`src/rtl/seq_run_tracker.sv`:
```
// Tracks strictly-increasing run lengths plus running max/min over a stream of unsigned samples.
// All outputs are registered; the FSM state is exposed on dbg_state for observation.
module seq_run_tracker #(
  parameter int WIDTH = 4,
  parameter int CNT_W = 8
) (
  input  logic             clk,
  input  logic             reset,
  input  logic             clear,
  input  logic             in_valid,
  input  logic [WIDTH-1:0] in_data,
  output logic             out_valid,
  output logic [CNT_W-1:0] cur_run,
  output logic [CNT_W-1:0] best_run,
  output logic [WIDTH-1:0] max_val,
  output logic [WIDTH-1:0] min_val,
  output logic             new_best,
  output logic             dbg_state
);

  // Handshake: in_valid=1 means in_data is consumed on this edge (always ready);
  // out_valid pulses for exactly one cycle after each consumed sample.
  typedef enum logic {EMPTY = 1'b0, TRACK = 1'b1} state_t;

  localparam logic [CNT_W-1:0] CNT_MAX = {CNT_W{1'b1}};
  localparam logic [CNT_W-1:0] CNT_ONE = {{(CNT_W-1){1'b0}}, 1'b1};

  state_t           state_q;
  logic [WIDTH-1:0] prev_q;
  logic [CNT_W-1:0] cur_run_q, best_run_q;
  logic [WIDTH-1:0] max_q, min_q;
  logic             out_valid_q, new_best_q;

  logic [CNT_W-1:0] cur_run_d;
  logic [WIDTH-1:0] max_d, min_d;
  logic             better_d;

  always_comb begin
    cur_run_d = CNT_ONE;
    max_d     = in_data;
    min_d     = in_data;
    if (state_q == TRACK) begin
      if (in_data > prev_q)
        cur_run_d = (cur_run_q == CNT_MAX) ? CNT_MAX : cur_run_q + CNT_ONE;
      if (max_q > in_data) max_d = max_q;
      if (min_q < in_data) min_d = min_q;
    end
    better_d = (cur_run_d > best_run_q);
  end

  always_ff @(posedge clk) begin
    if (!reset || clear) begin
      state_q     <= EMPTY;
      prev_q      <= '0;
      cur_run_q   <= '0;
      best_run_q  <= '0;
      max_q       <= '0;
      min_q       <= '0;
      out_valid_q <= 1'b0;
      new_best_q  <= 1'b0;
    end else if (in_valid) begin
      state_q     <= TRACK;
      prev_q      <= in_data;
      cur_run_q   <= cur_run_d;
      max_q       <= max_d;
      min_q       <= min_d;
      out_valid_q <= 1'b1;
      new_best_q  <= better_d;
      if (better_d) best_run_q <= cur_run_d;
    end else begin
      out_valid_q <= 1'b0;
      new_best_q  <= 1'b0;
    end
  end

  assign out_valid = out_valid_q;
  assign cur_run   = cur_run_q;
  assign best_run  = best_run_q;
  assign max_val   = max_q;
  assign min_val   = min_q;
  assign new_best  = new_best_q;
  assign dbg_state = state_q;

endmodule

```
`config.mk`:
```
export PLATFORM = sky130hd
export DESIGN_NAME = seq_run_tracker
export DESIGN_NICKNAME = d
export VERILOG_FILES = /design/src/rtl/seq_run_tracker.sv
export SDC_FILE = /design/constraint.sdc
export NUM_CORES = 1
export LEC_CHECK = 0
export CAP_MARGIN = 20
export CORE_MARGIN = 2
export CORE_UTILIZATION = 40
export DETAILED_ROUTE_END_ITERATION = 8
export PLACE_DENSITY = 0.61
export SLEW_MARGIN = 40
export SYNTH_ARGS = -nofsm -noshare
export SYNTH_HDL_FRONTEND = slang
export SYNTH_SLANG_ARGS = --single-unit
```
`constraint.sdc`:
```
create_clock -name clk -period 3.99 [get_ports clk]
set_clock_uncertainty 0.05 [all_clocks]
set_input_delay 0.399 -clock clk [delete_from_list [all_inputs] [get_ports clk]]
set_output_delay 0.399 -clock clk [all_outputs]
set_load 0.05 [all_outputs]
```
Yosys cells after proc, flatten, opt, wreduce, memory -nomap -nowiden. Index checks and enable logic that the tools add are counted.

$add $sub $neg: 1. Multiply operators: 0. Div/mod/pow operators: 0. Order comparisons: 4. Equality and inequality tests: 3. Shift-type cells: 0. Multiplexer cells: 8. Bitwise gates (word level): 1. Reductions and logical operators: 6.

Operators with widths (number): 2-to-1 mux 8 bit (3); 2-to-1 mux 4 bit (4); adder 8 x 1 -> 8 bit, second input constant (1); == test 8 bit, second input constant (1); > comparator 4 bit (2); > comparator 8 bit (1); AND reduction 2 bit (3); < comparator 4 bit (1); inequality test 2 bit, second input constant (2); OR reduction 2 bit (1); logical NOT 1 bit (1); logical OR 1 bit (1); 2-to-1 mux 1 bit (1); inverter 1 bit (1).

Register bits: 31. Latch bits: 0. RAM bits: 0. Memory bits (read-only): 0. Bits of input ports: 8. Output and inout port bits: 27. Word-level logic and storage cells: 31. Memories kept: 0.

Logic depth before layout (Yosys ltp).
Depth in word-level cells: 6. Gate-level depth with buffers: 14. Gate-level depth less buffers: 13.

Least setup slack after synthesis. Ideal clock, no wire load.

Path kind: flip-flop to flip-flop. From: register cur_run_q[0], in the netlist cur_run[0]. To: register best_run_q[1], in the netlist best_run[1]. Setup time: 0.128 ns. Arrival: 2.855 ns. Data required time: 3.812 ns. Path slack: 0.958 ns. Cell stages (with the launch flop): 12. Buffers on the path: 0. Clock period less this slack: 3.032 ns. Cell sequence: dfxtp_1 -> ha_1 -> and3_1 -> nand3_1 -> a21oi_1 -> ha_1 -> nor2b_4 -> o211ai_2 -> a21oi_2 -> o31ai_4 -> mux2i_1 -> nor2_1.

Longest elaborated chain between the ends: 6. Elaborated cells on any way between the ends: 7. Those cells by class: 1 x add/sub; 1 x order compare; 1 x eq/ne; 3 x mux; 1 x reduce/logical.

Ends and longest elaborated chain: start: declaration (line 30) `logic [CNT_W-1:0] cur_run_q, best_run_q;`; start signal: assignment (line 64) `cur_run_q <= cur_run_d;`; adder 8 x 1 -> 8 bit / == test 8 bit (equally long branches) (line 44) `cur_run_d = (cur_run_q == CNT_MAX) ? CNT_MAX : cur_run_q + CNT_ONE;`; 2-to-1 mux 8 bit (*) (line 44); 2-to-1 mux 8 bit (*) (line 43) `if (in_data > prev_q)`; 2-to-1 mux 8 bit (*) (line 42) `if (state_q == TRACK) begin`; net cur_run_d[1] (line 34) `logic [CNT_W-1:0] cur_run_d;`; > comparator 8 bit (line 48) `better_d = (cur_run_d > best_run_q);`; AND reduction 2 bit (no source line); end signal: assignment (line 69) `if (better_d) best_run_q <= cur_run_d;`; end: declaration (line 30).

The timed path passes the listed nets; every way through them passes the cells marked *. A chain may end at the register's enable or synchronous reset.

Worst setup path in the final report.
From: input in_data[1]. To: register best_run_q[1], in the netlist best_run[1].

Longest elaborated chain between the ends: 5.

Ends and longest elaborated chain: start: declaration (line 11) `input logic [WIDTH-1:0] in_data,`; > comparator 4 bit (line 43); 2-to-1 mux 8 bit (line 43); 2-to-1 mux 8 bit (line 42); net cur_run_d[5] (line 34); > comparator 8 bit (line 48); AND reduction 2 bit (no source line).

The timed path passes the listed nets, and every way through them passes these cells.

==> metrics.md <==
| Metric | Value |
|---|---|
| Fill cell count | `413` |
| Final Setup Violations | `0` |
| Compound-gate portion of the synthesized area | `13.28%` |
| Number of global-route vias before repair | `1416` |
| Synth Area in Adders | `14.36%` |
| Crit path arrival time | `3.37 ns` |
| Top post-synthesis cells by area | `dfxtp_1 36%, ha_1 14%, mux2i_1 11%, nor2_1 6.7%, a21oi_1 4.6%` |
| Avg Cell Area, Syn | `8.715 sq um` |
| Worst-Skew Late Latency | `0.28 ns` |
| Starting DRT DRC Count | `46` |
| Worst Hold Class | `reg -> reg` |
| Synth Instances | `200` |
| Synth warn | `0` |
| Post-CTS setup buffers | `0` |
| GP Congestion | `0.8061` |
| Syn nets | `228` |
| Residual DRC | `0` |
| Minimum clock period | `3.270 ns` |
| Cts hold-fix bufs | `0` |
| Net count, final | `270` |
| Max Cap Viol | `0` |
| Peak supply drop | `0.1861 mV` |
| Largest family of logic cells by synthesized area | `simple AND/OR/NAND/NOR gates` |
| P_leak | `0.9608 nW` |
| Post-synthesis cell type count | `34` |
| Sequential share of the synthesized area | `35.61%` |
| PD cells | `322.1 nW/um^2` |
| Global-route usage over all layers | `16.52%` |
| Most frequent cells in the layout | `34 x clkdlybuf4s50_1, 31 x nor2_1, 31 x dfxtp_1` |
| Synth Area in Simple Gates | `17.66%` |
| Crit end category | `register` |
| Floorplan core area | `4264 sq um` |
| ANT nets after route | `0` |
| Clk slew on worst S/H paths | `0.07 ns` |
| Worst path required time | `4.09 ns` |
| Die H | `70.01 um` |
| Initial core utilization | `40.87%` |
| Post-Synth XOR/XNOR Area | `1.508%` |
| Multiplexer share of the synthesized area | `11.49%` |
| CTS tree | `done` |
| First-pass GRT wire length | `6465 um` |
| Cell taking the most area after synthesis | `dfxtp_1` |
| Initial antenna violation count | `0` |
| Root Buffer | `clkbuf_8` |
| GRT overflow | `0` |
| Final Power | `0.7388 mW` |
| H-tree depth | `2` |
| Synth Register Bits | `31` |
| Post-cts sizing count | `0` |
| Worst-Margin Slew | `0.6189 ns` |
| Worst hold stages | `2` |
| Final hold vios | `0` |
| R2r worst-path depth | `13` |
| Die W | `70.01 um` |
| # diodes | `0` |
| Post-route setup TNS | `0 ns` |
| Smallest setup slack after layout | `0.7195 ns` |
| CP Max Fanout | `10` |
| Largest net degree at the start of global routing | `32` |
| Post-Place Setup Slack | `0.4252 ns` |
| Cell area after synthesis | `1743 sq um` |
| Setup crit start kind | `primary input` |
| Layout cells sized above 1 | `9.877%` |
| Fin crit share | `81.97%` |
| Clock sink count | `31` |
| DP HPWL | `2737 um` |
| Row Count | `24` |
| Routed vias | `1493` |
| TritonCTS buffer count | `5` |
| Final WL | `3725 um` |
| Unrepaired setup endpoints after global routing | `false` |
| Status | `complete, no violations` |
| Clock buffer depth | `2` |
| Port Buffer Count | `34` |
| Max Freq | `305.8 MHz` |
| Commonest non-fill, non-tap cell in the layout | `clkdlybuf4s50_1` |
| Share of the synthesized area in the top cell type | `35.61%` |
| Rel. slew slack | `58.74%` |
| Routed WL per cell | `12.63 um` |
| Max-slew violations | `0` |
| Die area | `4901 sq um` |
| Layout area overhead | `31.59%` |
| # IOs | `35` |
| DR pass1 iterations | `6` |
| Crit Path Class | `in -> reg` |
| Via density | `5.061` |
==> routing by layer <==
| layer | track usage (%) | vias up | share of wire, % |
|---|---|---|---|
| li1 | - | 772 | - |
| met1 | 20.97 | 670 | 49 |
| met2 | 26.46 | 39 | 43 |
| met3 | 4.185 | 12 | 4.8 |
| met4 | 7.265 | 0 | 2.7 |
| met5 | 0 | - | 0 |
==> logic make-up after synthesis <==
logic type      Yosys count
flops                    31
mux                      20
fa+ha+maj                20
xor+xnor                  3
buf+inv                  27
simple gates             67
compound gates           32
==> sequential cells by signal, indices dropped and copies added (netlist names) <==
register and cells:
new_best 1, max_val 4, out_valid 1, dbg_state 1
min_val 4, cur_run 8, prev_q 4, best_run 8
==> layout make-up <==
| class | count | area (sq um) | area share (%) |
|---|---|---|---|
| Tap cell | 52 | 65.06 | 2.837 |
| Clock inverter | 2 | 35.03 | 1.528 |
| Inverter | 21 | 78.83 | 3.437 |
| Sequential cell | 31 | 620.6 | 27.06 |
| Multi-Input combinational cell | 142 | 1018 | 44.41 |
| Timing Repair Buffer | 41 | 392.9 | 17.13 |
| Clock buffer | 6 | 82.58 | 3.601 |
==> synth_stat cells <==
cell	count
xnor2_1	2
nand4_1	4
o21ai_0	3
xor2_1	1
a211oi_2	2
nor3_1	4
inv_1	21
mux2i_1	20
or2_2	1
a21oi_1	16
nor2_1	31
o311ai_2	1
a21o_1	1
o211ai_1	1
a31oi_1	1
ha_1	20
buf_1	2
buf_2	1
a21oi_2	1
nor2b_1	1
and3_1	4
dfxtp_1	31
nand2_1	10
a211oi_1	1
o221ai_1	1
nand2b_1	2
a22o_1	1
clkbuf_1	2
o31ai_4	1
o211ai_2	1
nand3_1	9
nor2b_4	1
o22ai_1	1
buf_4	1
==> stage by stage <==
step / cells / utilization (%) / cell area, sq um / hold slack (ns)
5_1_grt: 295 / 53.79 / 2293 / 0.4649
3_5_place_dp: 287 / 51.03 / 2176 / 0.4210
6_report: 295 / 53.79 / 2293 / 0.4351
3_3_place_gp: 287 / 50.97 / 2173 / 0.4226
4_1_cts: 295 / 53.79 / 2293 / 0.4310
2_1_floorplan: 200 / - / 1743 / 0.4104
==> power breakdown <==
| group | total [mW] | switching, mW | internal [mW] |
|---|---|---|---|
| logic | 0.0962 | 0.0564 | 0.0399 |
| registers | 0.321 | 0.00480 | 0.316 |
| clock network | 0.322 | 0.120 | 0.202 |
| total | 0.739 | 0.181 | 0.558 |
==> critical path: stages <==
cell             delay, ns
clkdlybuf4s50_1       0.44
ha_1                  0.32
nor2b_1               0.14
o211ai_1              0.17
a21o_1                0.34
a21oi_1               0.13
ha_1                  0.32
a211oi_2              0.22
nor2_1                0.09
o31ai_4               0.33
buf_4                 0.22
mux2i_1               0.20
nor2_1                0.05
==> path summary, 6_finish.rpt <==
path | startpoint | end | slack (ns)
max | in_data[1] | best_run[1]$_SDFFE_PP0P_ | 0.72
min reg2reg | max_val[0]$_SDFFE_PP0P_ | max_val[0]$_SDFFE_PP0P_ | 0.44
max reg2reg | prev_q[1]$_SDFFE_PP0P_ | best_run[1]$_SDFFE_PP0P_ | 0.94
min | max_val[0]$_SDFFE_PP0P_ | max_val[0]$_SDFFE_PP0P_ | 0.44
(Power assumes the default switching activity.)
